==> src/rtl/dec_addr_sequencer_pkg.sv <==
// Shared constants and state encoding for the 4:16 decoder select-code sequencer.
package dec_pkg;

    localparam int unsigned SEL_W     = 4;
    localparam int unsigned NUM_LINES = 1 << SEL_W;
    localparam int unsigned GAP_W     = 4;

    typedef enum logic [2:0] {
        IDLE    = 3'd0,
        SEARCH  = 3'd1,
        PRESENT = 3'd2,
        GAP     = 3'd3,
        DONE    = 3'd4
    } state_t;

endpackage

==> src/rtl/dec_addr_sequencer_rr_find.sv <==
// Round-robin search: lowest set mask bit at or above ptr, wrapping modulo NUM_LINES.
module rr_find
    import dec_pkg::*;
(
    input  logic [NUM_LINES-1:0] mask,
    input  logic [SEL_W-1:0]     ptr,
    output logic [SEL_W-1:0]     idx,
    output logic                 found
);

    logic [2*NUM_LINES-1:0] dbl;
    logic [NUM_LINES-1:0]   rot;
    logic [SEL_W-1:0]       off;
    logic                   hit;

    always_comb begin
        // Rotating right by ptr puts line ptr at bit 0, so the lowest hit is the next in turn.
        dbl = {mask, mask} >> ptr;
        rot = dbl[NUM_LINES-1:0];
        off = '0;
        hit = 1'b0;
        for (int unsigned i = 0; i < NUM_LINES; i++) begin
            if (rot[i] && !hit) begin
                off = SEL_W'(i);
                hit = 1'b1;
            end
        end
        found = hit;
        idx   = off + ptr;
    end

endmodule

==> src/rtl/dec_addr_sequencer.sv <==
// Sweeps a latched request mask, presenting each line index once in round-robin order
// with a valid/ready handshake and a break-before-make gap between codes.
module dec_addr_sequencer
    import dec_pkg::*;
#(
    parameter int unsigned GAP_CYC = 1
) (
    input  logic                 clk,
    input  logic                 rst_n,
    input  logic                 start,
    input  logic                 abort,
    input  logic [NUM_LINES-1:0] req,
    input  logic                 addr_ready,
    output logic [SEL_W-1:0]     addr,
    output logic                 addr_valid,
    output logic                 busy,
    output logic                 done
);

    localparam logic [GAP_W-1:0] GAP_LOAD = (GAP_CYC > 0) ? GAP_W'(GAP_CYC - 1) : '0;

    state_t               state, state_nx;
    logic [NUM_LINES-1:0] mask, mask_nx;
    logic [SEL_W-1:0]     ptr, ptr_nx;
    logic [GAP_W-1:0]     gap_cnt, gap_nx;
    logic [SEL_W-1:0]     addr_q, addr_nx;
    logic                 valid_q, busy_q, done_q;
    logic [SEL_W-1:0]     idx;
    logic                 found;

    rr_find u_find (
        .mask  (mask),
        .ptr   (ptr),
        .idx   (idx),
        .found (found)
    );

    always_comb begin
        state_nx = state;
        mask_nx  = mask;
        ptr_nx   = ptr;
        gap_nx   = gap_cnt;
        addr_nx  = addr_q;
        case (state)
            IDLE: begin
                if (start && !abort) begin
                    mask_nx  = req;
                    state_nx = SEARCH;
                end
            end
            SEARCH: begin
                if (found) begin
                    addr_nx  = idx;
                    state_nx = PRESENT;
                end else begin
                    state_nx = DONE;
                end
            end
            PRESENT: begin
                if (addr_ready) begin
                    mask_nx[addr_q] = 1'b0;
                    ptr_nx          = addr_q + SEL_W'(1);
                    gap_nx          = GAP_LOAD;
                    state_nx        = (GAP_CYC > 0) ? GAP : SEARCH;
                end
            end
            GAP: begin
                if (gap_cnt == '0) begin
                    state_nx = SEARCH;
                end else begin
                    gap_nx = gap_cnt - GAP_W'(1);
                end
            end
            DONE:    state_nx = IDLE;
            default: state_nx = IDLE;
        endcase
        // Abort overrides a same-cycle handshake: the presented line stays pending in ptr.
        if (abort && state != IDLE) begin
            state_nx = IDLE;
            mask_nx  = '0;
            ptr_nx   = ptr;
        end
    end

    always_ff @(posedge clk) begin
        if (!rst_n) begin
            state   <= IDLE;
            mask    <= '0;
            ptr     <= '0;
            gap_cnt <= '0;
            addr_q  <= '0;
            valid_q <= 1'b0;
            busy_q  <= 1'b0;
            done_q  <= 1'b0;
        end else begin
            state   <= state_nx;
            mask    <= mask_nx;
            ptr     <= ptr_nx;
            gap_cnt <= gap_nx;
            addr_q  <= addr_nx;
            valid_q <= (state_nx == PRESENT);
            busy_q  <= (state_nx != IDLE);
            done_q  <= (state_nx == DONE);
        end
    end

    assign addr       = addr_q;
    assign addr_valid = valid_q;
    assign busy       = busy_q;
    assign done       = done_q;

endmodule

==> config.mk <==
export PLATFORM = sky130hd
export DESIGN_NAME = dec_addr_sequencer
export DESIGN_NICKNAME = d
export VERILOG_FILES = /design/src/rtl/dec_addr_sequencer_pkg.sv /design/src/rtl/dec_addr_sequencer_rr_find.sv /design/src/rtl/dec_addr_sequencer.sv
export SDC_FILE = /design/constraint.sdc
export NUM_CORES = 1
export LEC_CHECK = 0
export CORE_ASPECT_RATIO = 1.2
export CORE_MARGIN = 1
export CORE_UTILIZATION = 50
export DETAILED_ROUTE_END_ITERATION = 6
export GPL_ROUTABILITY_DRIVEN = 1
export GPL_TIMING_DRIVEN = 0
export PLACE_DENSITY_LB_ADDON = 0.08
export SYNTH_ARGS = -nofsm -noshare
export SYNTH_HDL_FRONTEND = slang
export SYNTH_HIERARCHICAL = 1
export SYNTH_SLANG_ARGS = --single-unit
==> constraint.sdc <==
create_clock -name clk -period 3.35 [get_ports clk]
set_clock_uncertainty 0.2 [all_clocks]
set_input_delay 0.67 -clock clk [delete_from_list [all_inputs] [get_ports clk]]
set_output_delay 0.67 -clock clk [all_outputs]
set_load 0.03 [all_outputs]
==> report_table.html, run 1 <==
<table>
<tr><th>Metric</th><th>Value</th></tr>
<tr><th colspan="2">Run status</th></tr>
<tr><td>Run status</td><td>complete, but fails checks</td></tr>
<tr><td>Violations in the final reports</td><td>negative setup slack</td></tr>
<tr><th colspan="2">Clock tree</th></tr>
<tr><td>TritonCTS clock tree</td><td>done</td></tr>
<tr><td>Max Buffers Root-to-Sink</td><td>2</td></tr>
<tr><td>Number of H-tree levels</td><td>2</td></tr>
<tr><td>Sinks on the clock net</td><td>34</td></tr>
<tr><td>Latest clock arrival within the worst-skew pair</td><td>290 ps</td></tr>
<tr><td>Number of hold-repair buffers added at the cts stage</td><td>0</td></tr>
<tr><td>Clk Tree Root Cell</td><td>sky130_fd_sc_hd__clkbuf_8</td></tr>
<tr><td>Clock transition at the registers of the reported paths</td><td>70 ps</td></tr>
<tr><td>Number of buffers created by CTS</td><td>5</td></tr>
<tr><th colspan="2">Synth</th></tr>
<tr><td>Syn_area_per_cell</td><td>8.91 um^2</td></tr>
<tr><td>EDFF count, synth</td><td>0</td></tr>
<tr><td>Net count after synthesis</td><td>369</td></tr>
<tr><td>Synthesized instance count</td><td>338</td></tr>
<tr><td>Area contributors post-synth</td><td>sky130_fd_sc_hd__dfxtp_1 (23%), sky130_fd_sc_hd__mux4_2 (9.7%), sky130_fd_sc_hd__mux2i_1 (8.3%)</td></tr>
<tr><td>Number of distinct library cells after synthesis</td><td>63</td></tr>
<tr><td>Top cell type's share of synthesized area</td><td>22.6%</td></tr>
<tr><td>Fraction of synthesis flops using an asynchronous set or reset pin</td><td>0%</td></tr>
<tr><td>Synth Register Bits</td><td>34</td></tr>
<tr><td>Flip-flop cell with the highest count after synthesis</td><td>sky130_fd_sc_hd__dfxtp_1</td></tr>
<tr><td>Cell Area, Synth</td><td>3010 um^2</td></tr>
<tr><td>Warnings, synthesis</td><td>6</td></tr>
<tr><td>Part of the Yosys area used for sequential elements</td><td>22.6%</td></tr>
<tr><td>Cell taking the most area after synthesis</td><td>sky130_fd_sc_hd__dfxtp_1</td></tr>
<tr><th colspan="2">GRT</th></tr>
<tr><td>Number of antenna violations at the first check in global routing</td><td>0</td></tr>
<tr><td>Largest net degree at the start of global routing</td><td>11</td></tr>
<tr><td>GRT overflow</td><td>0</td></tr>
<tr><td>Number of global-route vias before repair</td><td>2700</td></tr>
<tr><td>Total track usage</td><td>26.3%</td></tr>
<tr><td>Wire length of the first global-routing pass</td><td>12800 um</td></tr>
<tr><th colspan="2">Floorplanning</th></tr>
<tr><td>Width of the die</td><td>72.9 um</td></tr>
<tr><td>Starting utilization of the core area</td><td>52.5%</td></tr>
<tr><td>Core Area</td><td>5740 um^2</td></tr>
<tr><td>Full die area</td><td>6340 um^2</td></tr>
<tr><td>Core Rows</td><td>30</td></tr>
<tr><td>Ports placed on the boundary</td><td>28</td></tr>
<tr><td>Die Span Y</td><td>87.0 um</td></tr>
<tr><th colspan="2">Placed design</th></tr>
<tr><td>Port Buf Inserts</td><td>27</td></tr>
<tr><td>DP HPWL</td><td>5700 um</td></tr>
<tr><td>Routability congestion estimate from global placement</td><td>0.888</td></tr>
<tr><td>Cell area after placement</td><td>3390 um^2</td></tr>
<tr><td>Cell count after placement</td><td>445</td></tr>
<tr><td>Pre-CTS WS</td><td>-614 ps</td></tr>
<tr><th colspan="2">STA</th></tr>
<tr><td>Least-Margin Pin Slew</td><td>478 ps</td></tr>
<tr><td>Setup slack of the critical path after layout</td><td>-324 ps</td></tr>
<tr><td>Pins over their slew limit</td><td>0</td></tr>
<tr><td>Final setup vio count</td><td>7</td></tr>
<tr><td>Final-layout worst hold slack</td><td>285 ps</td></tr>
<tr><td>Fmax</td><td>0.272 GHz</td></tr>
<tr><td>Post-layout min period</td><td>3670 ps</td></tr>
<tr><td>Worst slew slack as a fraction of its limit</td><td>67.9%</td></tr>
<tr><td>RSZ-0062 raised after global routing</td><td>yes</td></tr>
<tr><td>Share of the clock period used by the worst path</td><td>110%</td></tr>
<tr><td>Final Hold Violating Endpoints</td><td>0</td></tr>
<tr><th colspan="2">Power</th></tr>
<tr><td>Leak pwr</td><td>0.00141 uW</td></tr>
<tr><td>Peak supply drop</td><td>0.000368 V</td></tr>
<tr><td>Power per standard cell area</td><td>321 nW/um^2</td></tr>
<tr><th colspan="2">Final layout</th></tr>
<tr><td>Total number of nets in the final design</td><td>414</td></tr>
<tr><td>Area delta synth-&gt;final</td><td>24.4%</td></tr>
<tr><td>Non-filler cells, final</td><td>464</td></tr>
<tr><td>Finished Cell Area</td><td>3750 um^2</td></tr>
<tr><td>Most common library cell in the layout ignoring fill and taps</td><td>sky130_fd_sc_hd__a21oi_1</td></tr>
<tr><td>Share of layout cells above drive strength 1</td><td>22.1%</td></tr>
<tr><td>N_diodes</td><td>0</td></tr>
<tr><td>Leading cell types in the layout, fill and taps excluded</td><td>sky130_fd_sc_hd__a21oi_1 (34), sky130_fd_sc_hd__dfxtp_1 (33), sky130_fd_sc_hd__nand2_1 (27), sky130_fd_sc_hd__clkdlybuf4s50_1 (27), sky130_fd_sc_hd__mux2i_1 (21)</td></tr>
<tr><th colspan="2">Worst setup path</th></tr>
<tr><td>WP data arrival</td><td>3660 ps</td></tr>
<tr><td>Highest net fanout along the worst path</td><td>5</td></tr>
<tr><td>CP startpoint kind</td><td>flop</td></tr>
<tr><td>Worst endpoint required time</td><td>3330 ps</td></tr>
<tr><td>Class of the most critical setup path</td><td>reg2reg</td></tr>
<tr><td>Worst setup EP type</td><td>flop</td></tr>
<tr><th colspan="2">Route</th></tr>
<tr><td>Total DRC errors in the routed layout</td><td>0</td></tr>
<tr><td>Detailed-route wire length</td><td>7660 um</td></tr>
<tr><td>Average via count per standard cell</td><td>5.87</td></tr>
<tr><td>Average routed wire per standard cell</td><td>16.5 um</td></tr>
<tr><td>Via count of the routed design</td><td>2725</td></tr>
<tr><td>First drt pass iteration count</td><td>4</td></tr>
<tr><td>Post-DRT Antenna Nets</td><td>0</td></tr>
<tr><td>Number of design-rule violations left by the first detailed-router iteration</td><td>123</td></tr>
<tr><th colspan="2">Worst hold path</th></tr>
<tr><td>Hold WC Path Type</td><td>reg2reg</td></tr>
<tr><th colspan="2">Job</th></tr>
<tr><td>Max-cap violations</td><td>0</td></tr>
</table>
==> worst paths after layout <==
check / start / endpoint / slack [ps] / cells after the start
setup / recovery: ptr[1] / addr[1] / -320 / 12
hold reg to reg: gap_cnt[0] / gap_cnt[0] / 280 / 2
setup reg to reg: ptr[1] / addr[1] / -320 / 12
hold / removal: gap_cnt[0] / gap_cnt[0] / 280 / 2
==> stage by stage <==
stage,total power [uW],utilization (%),TNS [ps]
after global placement,788,59.1,-1970
after global routing,1270,65.3,-2090
after detailed placement,795,59.1,-2100
after CTS,1190,63.4,-1170
after floorplan,697,-,-269
final,1200,65.3,-1120
==> routing by layer <==
layer / vias to the layer above / track usage, % / routed length [um]
met5: - / 0 / 0
met4: 0 / 11.8 / 252
met3: 16 / 2.66 / 236
met2: 64 / 46.6 / 3970
met1: 1303 / 32.1 / 3210
li1: 1342 / - / -
==> what timing repair did <==
item | 4_1_cts | 5_1_grt
resized for setup | 21 | 16
setup buffers | 8 | 2
gates cloned | 0 | 2
pin swaps | 7 | 14
setup endpoints to repair | 6 | 8
==> cells in the mapped netlist (2+ instances only) <==
master,n
sky130_fd_sc_hd__a32oi_1,2
sky130_fd_sc_hd__clkbuf_1,7
sky130_fd_sc_hd__nand2b_1,6
sky130_fd_sc_hd__a21oi_1,35
sky130_fd_sc_hd__ha_1,9
sky130_fd_sc_hd__nand3_1,14
sky130_fd_sc_hd__nor3_1,2
sky130_fd_sc_hd__a2bb2oi_1,2
sky130_fd_sc_hd__buf_6,3
sky130_fd_sc_hd__o21ai_1,10
sky130_fd_sc_hd__a211o_1,4
sky130_fd_sc_hd__and3_1,5
sky130_fd_sc_hd__nor2_1,14
sky130_fd_sc_hd__mux2i_1,25
sky130_fd_sc_hd__mux2_2,5
sky130_fd_sc_hd__o21ai_0,16
sky130_fd_sc_hd__inv_1,14
sky130_fd_sc_hd__o31ai_1,2
sky130_fd_sc_hd__a31oi_1,5
sky130_fd_sc_hd__xor2_1,4
sky130_fd_sc_hd__dfxtp_1,34
sky130_fd_sc_hd__nand2_1,27
sky130_fd_sc_hd__xnor2_1,3
sky130_fd_sc_hd__inv_2,2
sky130_fd_sc_hd__mux4_1,5
sky130_fd_sc_hd__nor2b_1,14
sky130_fd_sc_hd__a21o_1,5
sky130_fd_sc_hd__buf_2,9
sky130_fd_sc_hd__a211oi_1,3
sky130_fd_sc_hd__o211ai_1,2
sky130_fd_sc_hd__mux4_2,13
sky130_fd_sc_hd__or3b_1,3
sky130_fd_sc_hd__and2_1,2
sky130_fd_sc_hd__buf_1,2
sky130_fd_sc_hd__a21boi_0,2
==> logic make-up after synthesis <==
logic type | after synthesis | share of synthesized area (%)
and+or+nand+nor | 99 | 18.1
AOI/OAI and AO/OA | 99 | 21.3
buffers and inverters | 40 | 6.60
DFF | 34 | 22.6
adders and majority gates | 10 | 4.40
muxes | 49 | 25.0
xor gates and xnor gates | 7 | 2.03
==> where the power goes <==
part / switching, uW / leakage, uW / internal (uW)
Clock: 147 / 0.0000575 / 207
Combinational: 205 / 0.00107 / 200
Sequential: 22.2 / 0.000277 / 422
==> sequential cells by signal, indices dropped and copies added, names as in the netlist <==
register,count
state,3
busy,1
addr_valid,1
gap_cnt,4
mask,16
addr,4
done,1
ptr,4
==> final cells by class <==
type	instances	area [um^2]
well taps	80	100
inverters	17	63.8
multi-input cells	264	2230
clock buffers	8	110
flip-flops and latches	34	684
repair buffers	38	395
fillers	486	2000
plain buffers	23	164
==> critical path, cell delays in order (launching register included) <==
cell	delay [ps]
sky130_fd_sc_hd__dfxtp_4	400
sky130_fd_sc_hd__clkbuf_16	160
sky130_fd_sc_hd__mux4_2	580
sky130_fd_sc_hd__mux4_2	580
sky130_fd_sc_hd__nor3b_4	250
sky130_fd_sc_hd__nand3_1	120
sky130_fd_sc_hd__o311ai_2	250
sky130_fd_sc_hd__ha_2	250
sky130_fd_sc_hd__inv_2	40
sky130_fd_sc_hd__fa_2	520
sky130_fd_sc_hd__inv_2	30
sky130_fd_sc_hd__mux2i_1	120
sky130_fd_sc_hd__nor2b_1	60
Note: power is estimated with default switching activity, not from simulation.
==> inputs of run 2 (changes only) <==
--- a/config.mk
+++ b/config.mk
@@ -8,6 +8,7 @@
 export CORE_ASPECT_RATIO = 1.2
 export CORE_MARGIN = 1
 export CORE_UTILIZATION = 50
+export CTS_CLUSTER_DIAMETER = 200
 export DETAILED_ROUTE_END_ITERATION = 6
 export GPL_ROUTABILITY_DRIVEN = 1
 export GPL_TIMING_DRIVEN = 0
==> results of run 2 <==
The final DEF is identical to that of run 1; final timing and power are the same.
==> inputs of run 3 (changes only) <==
--- a/config.mk
+++ b/config.mk
@@ -5,12 +5,10 @@
 export SDC_FILE = /design/constraint.sdc
 export NUM_CORES = 1
 export LEC_CHECK = 0
-export CORE_ASPECT_RATIO = 1.2
 export CORE_MARGIN = 1
 export CORE_UTILIZATION = 50
 export CTS_CLUSTER_DIAMETER = 200
 export DETAILED_ROUTE_END_ITERATION = 6
-export GPL_ROUTABILITY_DRIVEN = 1
 export GPL_TIMING_DRIVEN = 0
 export PLACE_DENSITY_LB_ADDON = 0.08
 export SYNTH_ARGS = -nofsm -noshare
==> report_table.html, run 3 (same netlist as run 1, synthesis figures left out) <==
<table>
<tr><th>Metric</th><th>Value</th></tr>
<tr><th colspan="2">Run status</th></tr>
<tr><td>Run status</td><td>complete, but fails checks</td></tr>
<tr><td>Violations in the final reports</td><td>negative setup slack</td></tr>
<tr><th colspan="2">Worst hold path</th></tr>
<tr><td>Count of cells along the worst hold path</td><td>2</td></tr>
<tr><td>Hold WC Path Type</td><td>reg2reg</td></tr>
<tr><td>Startpoint of the lowest-slack hold path</td><td>gap_cnt[0]</td></tr>
<tr><th colspan="2">Power</th></tr>
<tr><td>Power Total</td><td>1160 uW</td></tr>
<tr><td>Power per standard cell area</td><td>308 nW/um^2</td></tr>
<tr><td>Leak pwr</td><td>0.00141 uW</td></tr>
<tr><td>Peak supply drop</td><td>0.000292 V</td></tr>
<tr><th colspan="2">Worst setup path</th></tr>
<tr><td>Worst setup EP type</td><td>flop</td></tr>
<tr><td>WP data arrival</td><td>3710 ps</td></tr>
<tr><td>Critical Path Stages</td><td>14</td></tr>
<tr><td>Highest net fanout along the worst path</td><td>5</td></tr>
<tr><td>Worst Path Buf+Inv</td><td>1</td></tr>
<tr><td>Cell breakdown of the critical path</td><td>buf_12, mux4_2, mux4_2, nor2_1, nor2_1, a211o_1, a21o_1, ha_1, a21o_1, a21oi_2, xor2_1, xnor2_1, mux2i_1, nor2b_1</td></tr>
<tr><td>CP startpoint kind</td><td>flop</td></tr>
<tr><td>Cell type of the slowest stage on the worst timing path</td><td>sky130_fd_sc_hd__mux4_2</td></tr>
<tr><td>Worst endpoint required time</td><td>3370 ps</td></tr>
<tr><td>Class of the most critical setup path</td><td>reg2reg</td></tr>
<tr><td>RR Startpoint</td><td>ptr[1]</td></tr>
<tr><td>CP delay by family, top</td><td>multiplexers</td></tr>
<tr><td>CP peak stage delay</td><td>570 ps</td></tr>
<tr><td>Worst reg-to-reg path cell count</td><td>14</td></tr>
<tr><td>Launch point of the critical path</td><td>ptr[1]</td></tr>
<tr><th colspan="2">Route</th></tr>
<tr><td>Average via count per standard cell</td><td>6.14</td></tr>
<tr><td>First drt pass iteration count</td><td>5</td></tr>
<tr><td>Via count of the routed design</td><td>2824</td></tr>
<tr><td>Average routed wire per standard cell</td><td>16.8 um</td></tr>
<tr><td>Routed met1 length</td><td>3350 um</td></tr>
<tr><td>Post-DRT Antenna Nets</td><td>0</td></tr>
<tr><td>Met2 wire length</td><td>3780 um</td></tr>
<tr><td>Highest routed metal layer</td><td>met4</td></tr>
<tr><td>Number of design-rule violations left by the first detailed-router iteration</td><td>164</td></tr>
<tr><td>Detailed route wirelength on metal3</td><td>346 um</td></tr>
<tr><td>Total DRC errors in the routed layout</td><td>0</td></tr>
<tr><td>Detailed-route wire length</td><td>7730 um</td></tr>
<tr><th colspan="2">GRT</th></tr>
<tr><td>GRT overflow</td><td>0</td></tr>
<tr><td>Largest net degree at the start of global routing</td><td>11</td></tr>
<tr><td>Total track usage</td><td>25.5%</td></tr>
<tr><td>Wire length of the first global-routing pass</td><td>12400 um</td></tr>
<tr><td>Number of antenna violations at the first check in global routing</td><td>0</td></tr>
<tr><td>Number of global-route vias before repair</td><td>2563</td></tr>
<tr><th colspan="2">STA</th></tr>
<tr><td>Post-layout min period</td><td>3690 ps</td></tr>
<tr><td>Final Hold Violating Endpoints</td><td>0</td></tr>
<tr><td>Worst slew slack as a fraction of its limit</td><td>68.4%</td></tr>
<tr><td>Least-Margin Pin Slew</td><td>475 ps</td></tr>
<tr><td>Final setup vio count</td><td>4</td></tr>
<tr><td>Final-layout worst hold slack</td><td>292 ps</td></tr>
<tr><td>Pins over their slew limit</td><td>0</td></tr>
<tr><td>Fmax</td><td>0.271 GHz</td></tr>
<tr><td>Share of the clock period used by the worst path</td><td>110%</td></tr>
<tr><td>RSZ-0062 raised after global routing</td><td>yes</td></tr>
<tr><td>Setup slack of the critical path after layout</td><td>-340 ps</td></tr>
<tr><th colspan="2">Clock tree</th></tr>
<tr><td>Latest clock arrival within the worst-skew pair</td><td>290 ps</td></tr>
<tr><td>Number of hold-repair buffers added at the cts stage</td><td>0</td></tr>
<tr><td>Number of H-tree levels</td><td>2</td></tr>
<tr><td>Clk Tree Root Cell</td><td>sky130_fd_sc_hd__clkbuf_8</td></tr>
<tr><td>Max Buffers Root-to-Sink</td><td>2</td></tr>
<tr><td>Clock transition at the registers of the reported paths</td><td>70 ps</td></tr>
<tr><td>TritonCTS clock tree</td><td>done</td></tr>
<tr><td>Number of buffers created by CTS</td><td>5</td></tr>
<tr><td>Sinks on the clock net</td><td>34</td></tr>
<tr><th colspan="2">Floorplanning</th></tr>
<tr><td>Width of the die</td><td>79.6 um</td></tr>
<tr><td>Core Rows</td><td>27</td></tr>
<tr><td>Core Area</td><td>5640 um^2</td></tr>
<tr><td>Ports placed on the boundary</td><td>28</td></tr>
<tr><td>Starting utilization of the core area</td><td>53.4%</td></tr>
<tr><td>Full die area</td><td>6340 um^2</td></tr>
<tr><td>Die Span Y</td><td>79.6 um</td></tr>
<tr><th colspan="2">Final layout</th></tr>
<tr><td>Largest Register</td><td>mask</td></tr>
<tr><td>Non-filler cells, final</td><td>460</td></tr>
<tr><td>Leading cell types in the layout, fill and taps excluded</td><td>sky130_fd_sc_hd__a21oi_1 (34), sky130_fd_sc_hd__dfxtp_1 (33), sky130_fd_sc_hd__nand2_1 (27), sky130_fd_sc_hd__clkdlybuf4s50_1 (27), sky130_fd_sc_hd__mux2i_1 (22)</td></tr>
<tr><td>N_diodes</td><td>0</td></tr>
<tr><td>Flip-flop count of the largest register, all copies and words added</td><td>16</td></tr>
<tr><td># fillers</td><td>476</td></tr>
<tr><td>Share of layout cells above drive strength 1</td><td>22.9%</td></tr>
<tr><td>Total number of nets in the final design</td><td>418</td></tr>
<tr><td>Most common library cell in the layout ignoring fill and taps</td><td>sky130_fd_sc_hd__a21oi_1</td></tr>
<tr><td>Area delta synth-&gt;final</td><td>24.5%</td></tr>
<tr><th colspan="2">Placed design</th></tr>
<tr><td>Routability congestion estimate from global placement</td><td>0.882</td></tr>
<tr><td>DP HPWL</td><td>5730 um</td></tr>
<tr><td>Port Buf Inserts</td><td>27</td></tr>
<tr><td>Cell count after placement</td><td>437</td></tr>
<tr><th colspan="2">Job</th></tr>
<tr><td>Max-cap violations</td><td>0</td></tr>
</table>
[run 3: where the power goes]
group	leakage [uW]	switching (uW)	internal, uW
clock	0.0000482	145	166
sequential	0.000277	23.0	422
combinational	0.00109	205	197
[run 3: worst register-to-register path: stages, from the launching register on]
cell and delay [ps]:
sky130_fd_sc_hd__dfxtp_4 420, sky130_fd_sc_hd__buf_12 140, sky130_fd_sc_hd__mux4_2 570, sky130_fd_sc_hd__mux4_2 570
sky130_fd_sc_hd__nor2_1 130, sky130_fd_sc_hd__nor2_1 50, sky130_fd_sc_hd__a211o_1 270, sky130_fd_sc_hd__a21o_1 160
sky130_fd_sc_hd__ha_1 270, sky130_fd_sc_hd__a21o_1 190, sky130_fd_sc_hd__a21oi_2 120, sky130_fd_sc_hd__xor2_1 180
sky130_fd_sc_hd__xnor2_1 140, sky130_fd_sc_hd__mux2i_1 90, sky130_fd_sc_hd__nor2b_1 120
[run 3: final cells by class]
| cell class | instances | area [um^2] | share of cell area [%] |
|---|---|---|---|
| multi-input cells | 264 | 2240 | 59.8 |
| flip-flops and latches | 34 | 684 | 18.2 |
| repair buffers | 42 | 415 | 11.1 |
| plain buffers | 23 | 164 | 4.37 |
| well taps | 72 | 90.1 | 2.40 |
| clock buffers | 7 | 86.3 | 2.30 |
| inverters | 17 | 63.8 | 1.70 |
| clock inverters | 1 | 5.00 | 0.133 |
[run 3: worst paths after layout]
path | slack, ps | end
max | -340 | addr[3]
min | 290 | gap_cnt[0]
max reg2reg | -340 | addr[3]
min reg2reg | 290 | gap_cnt[0]
[run 3: repair_timing]
| action | CTS | global route |
|---|---|---|
| cloned | 1 | 0 |
| pin swaps | 7 | 10 |
| setup buffers | 7 | 7 |
| setup endpoints to repair | 5 | 6 |
| gates resized for setup | 22 | 15 |
[run 3: per-layer routing]
| layer | track usage [%] | up-vias |
|---|---|---|
| met5 | 0 | - |
| met4 | 12.4 | 0 |
| met1 | 32.4 | 1366 |
| met3 | 4.57 | 22 |
| met2 | 41.3 | 90 |
| li1 | - | 1346 |
[run 3: per-stage QoR]
step	util (%)	setup slack, ps	cell area [um^2]	TNS [ps]
2_1_floorplan	-	-92.9	3020	-269
3_3_place_gp	60.0	-449	3380	-1450
3_5_place_dp	60.0	-533	3380	-1670
4_1_cts	64.6	-324	3650	-1020
5_1_grt	66.5	-511	3750	-1700
6_report	66.5	-340	3750	-1010
